**src/rtl/mult_sequencer.sv**
```systemverilog
// Control sequencer for the signed shift-add multiplier: turns Run / ClearA_LoadB
// levels into one clear, WIDTH add/sub slots and WIDTH shifts per Run assertion.
module mult_sequencer #(
    parameter int WIDTH = 8,
    parameter int CNT_W = $clog2(WIDTH)
) (
    input  logic Clk,
    input  logic Reset,
    input  logic Run,
    input  logic ClearA_LoadB,
    input  logic M,
    output logic ClearA,
    output logic LoadB,
    output logic Add,
    output logic Sub,
    output logic Shift,
    output logic Busy,
    output logic Done
);

    typedef enum logic [2:0] {
        S_IDLE,
        S_CLR,
        S_ADD,
        S_SHIFT,
        S_HOLD
    } state_t;

    localparam logic [CNT_W-1:0] LAST = CNT_W'(WIDTH - 1);

    state_t           state_q, state_d;
    logic [CNT_W-1:0] cnt_q, cnt_d;
    logic             last;

    assign last = (cnt_q == LAST);

    always_ff @(posedge Clk) begin
        if (Reset) begin
            state_q <= S_IDLE;
            cnt_q   <= '0;
        end else begin
            state_q <= state_d;
            cnt_q   <= cnt_d;
        end
    end

    always_comb begin
        state_d = state_q;
        cnt_d   = cnt_q;
        ClearA  = 1'b0;
        LoadB   = 1'b0;
        Add     = 1'b0;
        Sub     = 1'b0;
        Shift   = 1'b0;
        Busy    = 1'b0;
        Done    = 1'b0;

        case (state_q)
            S_IDLE: begin
                // Load request wins; a pending Run starts once the load level drops.
                if (ClearA_LoadB) begin
                    ClearA = 1'b1;
                    LoadB  = 1'b1;
                end else if (Run) begin
                    state_d = S_CLR;
                end
            end
            S_CLR: begin
                ClearA  = 1'b1;
                Busy    = 1'b1;
                cnt_d   = '0;
                state_d = S_ADD;
            end
            S_ADD: begin
                Busy    = 1'b1;
                Add     = M & ~last;
                Sub     = M & last;
                state_d = S_SHIFT;
            end
            S_SHIFT: begin
                Busy  = 1'b1;
                Shift = 1'b1;
                if (last) begin
                    state_d = S_HOLD;
                end else begin
                    cnt_d   = cnt_q + CNT_W'(1);
                    state_d = S_ADD;
                end
            end
            S_HOLD: begin
                Done = 1'b1;
                if (!Run) begin
                    state_d = S_IDLE;
                end
            end
            default: state_d = S_IDLE;
        endcase

        if (Reset) begin
            ClearA = 1'b0;
            LoadB  = 1'b0;
            Add    = 1'b0;
            Sub    = 1'b0;
            Shift  = 1'b0;
            Busy   = 1'b0;
            Done   = 1'b0;
        end
    end

endmodule

```
**config.mk**
```make
export PLATFORM = sky130hd
export DESIGN_NAME = mult_sequencer
export DESIGN_NICKNAME = d
export VERILOG_FILES = /design/src/rtl/mult_sequencer.sv
export SDC_FILE = /design/constraint.sdc
export NUM_CORES = 1
export LEC_CHECK = 0
export ABC_AREA = 1
export CORE_AREA = 2 2 39 41
export CTS_CLUSTER_SIZE = 28
export DETAILED_ROUTE_END_ITERATION = 7
export DIE_AREA = 0 0 41 43
export GPL_ROUTABILITY_DRIVEN = 0
export PLACE_DENSITY = 0.57
export SYNTH_ARGS = -nofsm -noshare
export SYNTH_HDL_FRONTEND = slang
export SYNTH_SLANG_ARGS = --single-unit
```
**constraint.sdc**
```tcl
create_clock -name Clk -period 1.7 [get_ports Clk]
set_clock_uncertainty 0.1 [all_clocks]
set_input_delay 0.51 -clock Clk [delete_from_list [all_inputs] [get_ports Clk]]
set_output_delay 0.51 -clock Clk [all_outputs]
set_load 0.05 [all_outputs]
```
==> results.ini <==
[run_status]
status = finished, violations left
violations = setup timing

[critical_path]
crit_path_max_fanout = 2
crit_path_end_kind = primary output
crit_type = flip-flop to primary output
arrival_ns = 1.38
start_kind = flip-flop
required_ns = 1.09

[worst_hold_path]
hold_class = flip-flop to flip-flop

[timing]
period_share_pct = 117.2
min_period_ns = 1.993
hold_viol_final = 0
rsz0062_at_grt = yes
setup_viol = 7
drv_slew = 0
max_freq_mhz = 501.8
setup_ws_ns = -0.2928
worstMarginPinSlew_ns = 0.2655
slew_headroom_pct = 82.17

[grt]
grt_overflow = 0
grt_pass1_wl_mm = 1.738
grt_start_max_net_pins = 7
gr-usage-all-layers_pct = 14.87
grt_pass1_vias = 396
antenna_found_initial = 0

[drt]
wl_mm = 1.053
firstDrtPassIters = 4
top_layer = met4
ant_nets = 0
drc = 0
met1_length_um = 457
drtIter0Drc = 2
wl_met3_um = 50
via_count = 441
wire_per_inst_um = 10.86
dr_wl_met2_um = 532
viasPerCell = 4.546

[logic_synthesis]
syn-num-nets = 58
syn_avg_cell_area_sq_um = 7.132
ys_ff_latch = 6
postSynthCellCount = 50
syn_area_sq_um = 356.6
synth_cell_type_count = 17
yosysSeqAreaShare_pct = 33.68
yosys_warnings = 0

[final_layout]
drive_gt1_share_pct = 65.43
regArea_sq_um = 131.4
fin_area_sq_um = 910.9
syn_to_final_growth_pct = 155.4
n_fill_cell = 114
nets = 91
antenna_cells = 0
multi_input_area_sq_um = 356.6
instances_no_fill = 97

[clock_tree]
cts_buffers = 3
cts-root-buf = clkbuf_4
hold_buffers = 0
htree_levels = 1
clk_pin_slew_worst_paths_ns = 0.05
clkSinkCount = 6
cts.path.max_buffers = 2
cts_tree = yes
worstSkewPairLatency_ns = 0.24

[floorplanning]
fp.dieH_um = 43
start_util_pct = 25.77
rows = 14
dieArea_sq_um = 1763
io_pins = 12
core_region_area_sq_um = 1384
die_x_um = 41

[place]
port_buffers = 11
dp_hpwl_um = 797.3
place_area_sq_um = 763.2
dpl.cell_count = 90

[power_and_ir_drop]
vdd_drop_max_uv = 366.5
p_per_area_nw_per_um2 = 556.9
leakagePower_nw = 0.3630
power.total_mw = 0.5072

[job]
drv_cap = 0

-- final cells by class --
type | instances | share of cell area [%]
well taps | 16 | 2.198
multi-input cells | 37 | 39.15
clock buffers | 3 | 2.473
repair buffers | 29 | 39.29
inverters | 6 | 2.473
flip-flops and latches | 6 | 14.42
-- stage by stage --
stage | hold slack [ns] | worst slack, ns | utilization, % | TNS, ns
after floorplan | 0.3816 | -0.2113 | - | -0.9875
after global placement | 0.3917 | -0.4885 | 55.15 | -3.278
after detailed placement | 0.3959 | -0.5011 | 55.15 | -3.389
after CTS | 0.3839 | -0.3375 | 62.75 | -1.167
after global routing | 0.4064 | -0.3287 | 65.82 | -1.307
final | 0.3846 | -0.2928 | 65.82 | -0.9436
-- critical path, stage by stage, from the launching register on --
cell     delay, ns
dfxtp_2       0.33
ha_4          0.17
ha_4          0.17
nor4_4        0.29
buf_12        0.17
-- state kept, by name, indices dropped and copies added, names as in the netlist --
name / cells
cnt_q: 3
state_q: 3
-- cell usage in the layout (no fill, tap or decap), types with 2 or more instances in the layout --
master     n
clkbuf_4   3
buf_6      7
nor4_4     3
inv_2      3
nand3_1    6
buf_12     8
a21oi_1    4
ha_4       3
nor2_1     2
nand2_1    6
nor2_4     3
nor3_4     2
dfxtp_2    3
inv_1      3
buf_4     10
dfxtp_4    2
-- timing repair --
action	4_1_cts	5_1_grt
resized for setup	28	4
setup endpoints to repair	7	7
pin swaps	6	5
setup buffers	1	3
-- power by group --
part	internal, mW	leakage (nW)	total (mW)	switching (mW)
clock	0.0797	0.0138	0.128	0.0487
sequential	0.150	0.0516	0.164	0.0146
combinational	0.113	0.298	0.215	0.102
total	0.342	0.363	0.507	0.165
-- worst paths after layout --
check,start,to,cells after the start,slack [ns]
worst max-delay path,cnt_q[0],Add,4,-0.29
worst min-delay path,cnt_q[1],cnt_q[1],2,0.38
worst max register to register,cnt_q[0],cnt_q[1],7,0.40
worst min register to register,cnt_q[1],cnt_q[1],2,0.38
-- synth_stat cells (all sizes together) --
library cell / count / area [sq um]
nand3: 7 / 35.03
o21a: 1 / 7.510
nor4: 3 / 18.77
a21oi: 5 / 25.02
nor3: 2 / 15.01
ha: 3 / 37.54
inv: 6 / 22.52
nand2: 8 / 32.54
nand3b: 1 / 7.510
buf: 1 / 3.750
nor2: 6 / 25.03
dfxtp: 6 / 120.1
nand4: 1 / 6.260
-- logic make-up (layout without fill, tap and decap cells) --
kind of cell / Yosys count / in the layout / share of synthesized area (%)
flops: 6 / 6 / 33.69
compound gates: 6 / 6 / 9.122
fa+ha+maj: 3 / 3 / 10.53
simple gates: 28 / 28 / 39.30
buf+inv: 7 / 38 / 7.367
-- per-layer routing --
metal  global-route usage (%)  vias up
met1                    20.32      191
met2                    20.00       13
met3                    3.141        2
met5                        0        -
met4                    10.00        0
li1                         -      235
No activity file was read; power rests on OpenSTA's default activity.
